<file path="src/rtl/fifo_pkg.sv">
// Shared dual-clock FIFO helpers: Gray/binary conversion and default geometry.
package fifo_pkg;

  localparam int unsigned FIFO_ADDR_W = 3;
  localparam int unsigned GRAY_MAX_W  = 32;

  // Width-agnostic: callers zero-extend to GRAY_MAX_W and cast the result back.
  function automatic logic [GRAY_MAX_W-1:0] bin2gray(input logic [GRAY_MAX_W-1:0] b);
    return b ^ (b >> 1);
  endfunction

  function automatic logic [GRAY_MAX_W-1:0] gray2bin(input logic [GRAY_MAX_W-1:0] g);
    logic [GRAY_MAX_W-1:0] b;
    b[GRAY_MAX_W-1] = g[GRAY_MAX_W-1];
    for (int i = GRAY_MAX_W - 2; i >= 0; i--) begin
      b[i] = b[i+1] ^ g[i];
    end
    return b;
  endfunction

endpackage

</file>
<file path="src/rtl/fifo_sync_2ff.sv">
// Two-flop synchronizer for a Gray-coded bus crossing into clk.
module fifo_sync_2ff #(
  parameter int unsigned WIDTH = 1
) (
  input  logic             clk,
  input  logic             rst_n,
  input  logic [WIDTH-1:0] d,
  output logic [WIDTH-1:0] q
);

  logic [WIDTH-1:0] q1;

  always_ff @(posedge clk or negedge rst_n) begin
    if (!rst_n) begin
      q1 <= '0;
      q  <= '0;
    end else begin
      q1 <= d;
      q  <= q1;
    end
  end

endmodule

</file>
<file path="src/rtl/fifo_wptr_full.sv">
// Write-domain pointer, full/almost-full, fill level and sticky overflow
// for the dual-clock FIFO.
module fifo_wptr_full
  import fifo_pkg::*;
#(
  parameter int unsigned ADDR_W    = FIFO_ADDR_W,
  parameter int unsigned AF_MARGIN = 2
) (
  input  logic              wclk,
  input  logic              wrst_n,
  input  logic              wenable,
  input  logic              wclr_ovf,
  input  logic [ADDR_W:0]   rptr_gray,
  output logic [ADDR_W-1:0] waddr,
  output logic [ADDR_W:0]   wptr_gray,
  output logic              wfull,
  output logic              walmost_full,
  output logic [ADDR_W:0]   wlevel,
  output logic              woverflow
);

  localparam int unsigned PW    = ADDR_W + 1;
  localparam int unsigned DEPTH = 1 << ADDR_W;
  localparam int unsigned AF_TH = DEPTH - AF_MARGIN;

  logic [ADDR_W:0] wbin;
  logic [ADDR_W:0] rq2;
  logic [ADDR_W:0] rbin_s;
  logic [ADDR_W:0] wbin_next;
  logic [ADDR_W:0] wgray_next;
  logic [ADDR_W:0] wlevel_next;
  logic [ADDR_W:0] full_match;
  logic            winc;
  logic            wfull_next;
  logic            waf_next;
  logic            wovf_next;

  fifo_sync_2ff #(.WIDTH(PW)) u_rptr_sync (
    .clk   (wclk),
    .rst_n (wrst_n),
    .d     (rptr_gray),
    .q     (rq2)
  );

  // Full when the next write pointer is one lap ahead of the synced read pointer.
  always_comb begin
    winc        = wenable & ~wfull;
    wbin_next   = wbin + PW'(winc);
    wgray_next  = PW'(bin2gray(GRAY_MAX_W'(wbin_next)));
    rbin_s      = PW'(gray2bin(GRAY_MAX_W'(rq2)));
    full_match  = {~rq2[ADDR_W:ADDR_W-1], rq2[ADDR_W-2:0]};
    wfull_next  = (wgray_next == full_match);
    wlevel_next = wbin_next - rbin_s;
    waf_next    = (wlevel_next >= PW'(AF_TH));
    wovf_next   = (wenable & wfull) | (woverflow & ~wclr_ovf);
  end

  always_ff @(posedge wclk or negedge wrst_n) begin
    if (!wrst_n) begin
      wbin         <= '0;
      wptr_gray    <= '0;
      wfull        <= 1'b0;
      walmost_full <= 1'b0;
      wlevel       <= '0;
      woverflow    <= 1'b0;
    end else begin
      wbin         <= wbin_next;
      wptr_gray    <= wgray_next;
      wfull        <= wfull_next;
      walmost_full <= waf_next;
      wlevel       <= wlevel_next;
      woverflow    <= wovf_next;
    end
  end

  assign waddr = wbin[ADDR_W-1:0];

endmodule
</file>
<file path="config.mk">
export PLATFORM = sky130hd
export DESIGN_NAME = fifo_wptr_full
export DESIGN_NICKNAME = d
export VERILOG_FILES = /design/src/rtl/fifo_pkg.sv /design/src/rtl/fifo_sync_2ff.sv /design/src/rtl/fifo_wptr_full.sv
export SDC_FILE = /design/constraint.sdc
export NUM_CORES = 1
export LEC_CHECK = 0
export CORE_UTILIZATION = 47
export DETAILED_ROUTE_END_ITERATION = 10
export PLACE_DENSITY_LB_ADDON = 0.12
export SLEW_MARGIN = 5
export SYNTH_ARGS = -nofsm -noshare
export SYNTH_HDL_FRONTEND = slang
export SYNTH_SLANG_ARGS = --single-unit
</file>
<file path="constraint.sdc">
create_clock -name wclk -period 2.8 [get_ports wclk]
set_input_delay 0.56 -clock wclk [delete_from_list [all_inputs] [get_ports wclk]]
set_output_delay 0.56 -clock wclk [all_outputs]
set_load 0.05 [all_outputs]
</file>
# Word-level counts from Yosys, hierarchy flattened
# Index checks and enable logic that the tools add are counted.
# totals
register_bits,23
latchBits,0
mem_bits_rw,0
rom_bits,0
input_bits,8
out_inout_bits,14
wordCells,23
n_memories,0
# op_classes
addsub,2
multipliers,0
div,0
order_cmp,1
eq_ne,1
shift,0
muxes,0
n_bitwise,11
reduce_logical,0
# op_table
operator,count
$add A4 B1 Y4,1
$eq A4 B4 Y1,1
$ge A4 B3 Y1 const B,1
$sub A4 B4 Y4,1
$xor A4 B3 Y4,1
$and A1 B1 Y1,3
$xor A1 B1 Y1,3
$not A1 Y1,2
$not A2 Y2,1
$or A1 B1 Y1,1

# Logic depth before layout (Yosys ltp)
# depth
depth_word,5
ltp_mapped,8
mapped_depth_nobuf,8

# Modules after synthesis
# Synthesis repeated with hierarchy kept, for this count alone.
# hier_totals
hier_cells,61
hier_area_um2,879.6
# by_module_without_submodules
module,n_inst,cells_per_inst,area_each_um2,seq_area_each_um2
fifo_wptr_full,1,53,679.4,350.3
fifo_sync_2ff,1,8,200.2,200.2

# Least setup slack after synthesis
# No wires, ideal clock.
# synth_path
path_kind,register -> register
startpoint,register wfull
endpoint,register walmost_full
setup_time_ns,0.132
arrival_ns,2.234
t_required_ns,2.668
setup_slack_ns,0.435
path_stages_with_launch,9
path_buffers,0
synth_period_minus_slack_ns,2.365
cell_sequence,dfrtp_1 nor2b_1 ha_1 ha_1 inv_1 fa_1 inv_1 a22oi_1 o211ai_1
# synth_between
elab_chain_cells,5
# synth_rtl
element,line,text
"start, declared",fifo_wptr_full.sv:16,"output logic wfull,"
"start signal, assigned",fifo_wptr_full.sv:69,wfull <= wfull_next;
$not A1 Y1,fifo_wptr_full.sv:47,winc = wenable & ~wfull;
$and A1 B1 Y1,fifo_wptr_full.sv:47,
$add A4 B1 Y4,fifo_wptr_full.sv:48,wbin_next = wbin + PW'(winc);
net wbin_next[1],fifo_wptr_full.sv:29,logic [ADDR_W:0] wbin_next;
$sub A4 B4 Y4,fifo_wptr_full.sv:53,wlevel_next = wbin_next - rbin_s;
net wlevel_next[1],fifo_wptr_full.sv:31,logic [ADDR_W:0] wlevel_next;
$ge A4 B3 Y1,fifo_wptr_full.sv:54,waf_next = (wlevel_next >= PW'(AF_TH));
net waf_next,fifo_wptr_full.sv:35,logic waf_next;
"end signal, assigned",fifo_wptr_full.sv:70,walmost_full <= waf_next;
"end, declared",fifo_wptr_full.sv:17,"output logic walmost_full,"
# The timed path passes the listed nets, and every way through them passes these cells.

# Worst setup path in the final report
# layout_path
startpoint,input wenable
endpoint,register walmost_full
# layout_between
elab_chain_cells,4
# layout_rtl
element,line,text
"start, declared",fifo_wptr_full.sv:11,"input logic wenable,"
$and A1 B1 Y1,fifo_wptr_full.sv:47,
$add A4 B1 Y4,fifo_wptr_full.sv:48,
net wbin_next[1],fifo_wptr_full.sv:29,
$sub A4 B4 Y4,fifo_wptr_full.sv:53,
net wlevel_next[1],fifo_wptr_full.sv:31,
$ge A4 B3 Y1,fifo_wptr_full.sv:54,
net waf_next,fifo_wptr_full.sv:35,
# The timed path passes the listed nets, and every way through them passes these cells.

==> impl_metrics.ini <==
[placement]
place_ws_ns = 0.0214
portBuffers = 21
gp_congestion = 0.795
dp.final_hpwl_um = 959

[die]
die_h_um = 45.9
start_util_pct = 51.3
fp-row-count = 15
die_w_um = 45.9
core_area_mm2 = 0.00176
die-area_mm2 = 0.00211
io_pins = 22

[global_routing]
track_usage_pct = 14.1
grt_overflow_total = 0
grt_pass1_wl_um = 1950
grt_pass1_vias = 469
grt_max_degree = 23
antenna_found_initial = 0

[cts]
cts-root-buf = clkbuf_4
clkTransAtPathRegs_ns = 0.11
htreeDepth = 1
clock_latency_ns = 0.31
cts_buffers = 3
clockBufferDepth = 2
cts-hold-fix-buffers = 0
cts_tree = built
cts_setup_buffers = 0
cts.sinks = 22
cts_resized = 0

[logic_synthesis]
ys_ff_latch = 22
synth_area_leaders = dfrtp_1 61%, xnor2_1 7.7%, ha_1 6.9%
synth_top_area_share_pct = 60.8
yosysSeqAreaShare_pct = 60.8
synth_top_area_cell = dfrtp_1
synth.yosys.warnings = 0
postSynthCellCount = 67
syn_nets = 81
avgSynthCellArea_um2 = 13.5
netlist_area_um2 = 906
yosysUniqueCellTypes = 20

[setup_path]
startpoint_type = primary input
cp_cell_sequence = clkdlybuf4s50_1 > nor2b_1 > ha_1 > ha_1 > inv_1 > fa_1 > inv_1 > a22oi_1 > o211ai_1
worstPathRequired_ns = 3.00
crit_family = adder cells
worstPathArrival_ns = 2.65
worstReg2RegStart = u_rptr_sync.q[3]
critical_path.slowest_cell = fa_1
crit_type = in -> reg
reg2reg_depth = 8
end_kind = flop
r2r_end = walmost_full
slowest_delay_ns = 0.57
crit_path_max_fanout = 3
reg2reg_slack_ns = 0.53
crit_buf_inv = 3

[drt]
via_count = 556
drc_errors = 0
antenna_left = 0
drt_iter0_markers = 1
drt_wl_total_um = 1250
wl_per_cell_um = 10.3
drt_first_pass_iters = 3
viasPerCell = 4.60

[finish]
antenna-diode-count = 0
syn2layout_area_growth_pct = 35.8
multi_input_area_um2 = 325
fillCellCount = 137
ff_latch_area_um2 = 551
layout_common_cells = 22 x dfrtp_1, 21 x clkdlybuf4s50_1, 8 x xnor2_1, 8 x inv_1, 7 x xor2_1
final_common_cell = dfrtp_1
nNetsFinal = 111
final_layout_size_suffix_gt1_share_pct = 9.38

[hold_path]
hp-class = reg -> reg
holdPathEnd = u_rptr_sync.q[2]
hold_path_startpoint = u_rptr_sync.q1[2]
whs_path_depth = 0

[timing]
period_share_pct = 87.5
worst_slack_ns = 0.351
finalCriticalPeriod_ns = 2.45
rsz0062_at_grt = no
setup_viol = 0
hold_viol = 0
slew_viol_final = 0
max_freq_ghz = 0.408
maxSlewHeadroom_pct = 66.4
hold_ws_ns = 0.360
tns_ns = 0
worst_pin_slew_ns = 0.503
worst_clock_skew_ns = 0.00560

[job]
maxCapViolCount = 0

[run_status]
status = finished clean
cells in the mapped netlist, drive strengths merged:
cell and count:
a21oi 2, a22oi 1, and3 1, a21o 1, nor3 2, o211a 1, nor2b 1, a21boi 1
fa 1, nand3 1, nand2 1, xnor2 8, a211o 1, o211ai 1, xor2 8, o21ai 1
ha 5, inv 8, dfrtp 22
per-stage QoR:
step / cells / utilization (%) / cell area [um^2]
3_5_place_dp: 117 / 66.7 / 1180
2_1_floorplan: 67 / - / 906
4_1_cts: 121 / 69.7 / 1230
3_3_place_gp: 117 / 66.7 / 1180
6_report: 121 / 69.7 / 1230
5_1_grt: 121 / 69.7 / 1230
flip-flops by register name, summed over array words and instances, names as in the netlist:
| register | cells |
|---|---|
| woverflow | 1 |
| wbin | 4 |
| wptr_gray | 3 |
| u_rptr_sync.q | 4 |
| wlevel | 4 |
| u_rptr_sync.q1 | 4 |
| wfull | 1 |
| walmost_full | 1 |
worst max-delay path by stage:
stage / slack [ns] / to / cells after the start / start
floorplan: 0.43 / walmost_full / 8 / wfull
global placement: 0.08 / walmost_full / 9 / wenable
detailed placement: 0.02 / walmost_full / 9 / wenable
CTS: 0.36 / walmost_full / 9 / wenable
global route: 0.23 / walmost_full / 9 / wenable
finish: 0.35 / walmost_full / 9 / wenable
cell type report:
type	count	share of cell area, %
flip-flops and latches	22	44.8
multi-input cells	37	26.4
repair buffers	25	19.5
well taps	25	2.54
clock inverters	1	2.44
inverters	8	2.44
clock buffers	3	1.83
cell families (layout without fill, tap and decap cells):
family / count (synthesis) / after routing / share of synthesized area (%)
AO/OA/AOI/OAI: 9 / 9 / 7.05
AND/OR/NAND/NOR: 6 / 6 / 3.45
adder cells (fa/ha/maj): 6 / 6 / 9.12
XOR/XNOR: 16 / 16 / 16.3
flip-flops: 22 / 22 / 60.8
buffers and inverters: 8 / 37 / 3.32
metal layers:
layer | up-vias | share of wire [%] | global-route usage, %
li1 | 277 | - | -
met1 | 260 | 48 | 17.3
met2 | 16 | 44 | 20.3
met3 | 3 | 6.2 | 7.14
met4 | 0 | 2.2 | 7.06
met5 | - | 0 | 0
Power is left out: the tool's default activity adds up to more than one toggle a clock period on the data nets, which glitch-free logic cannot reach.
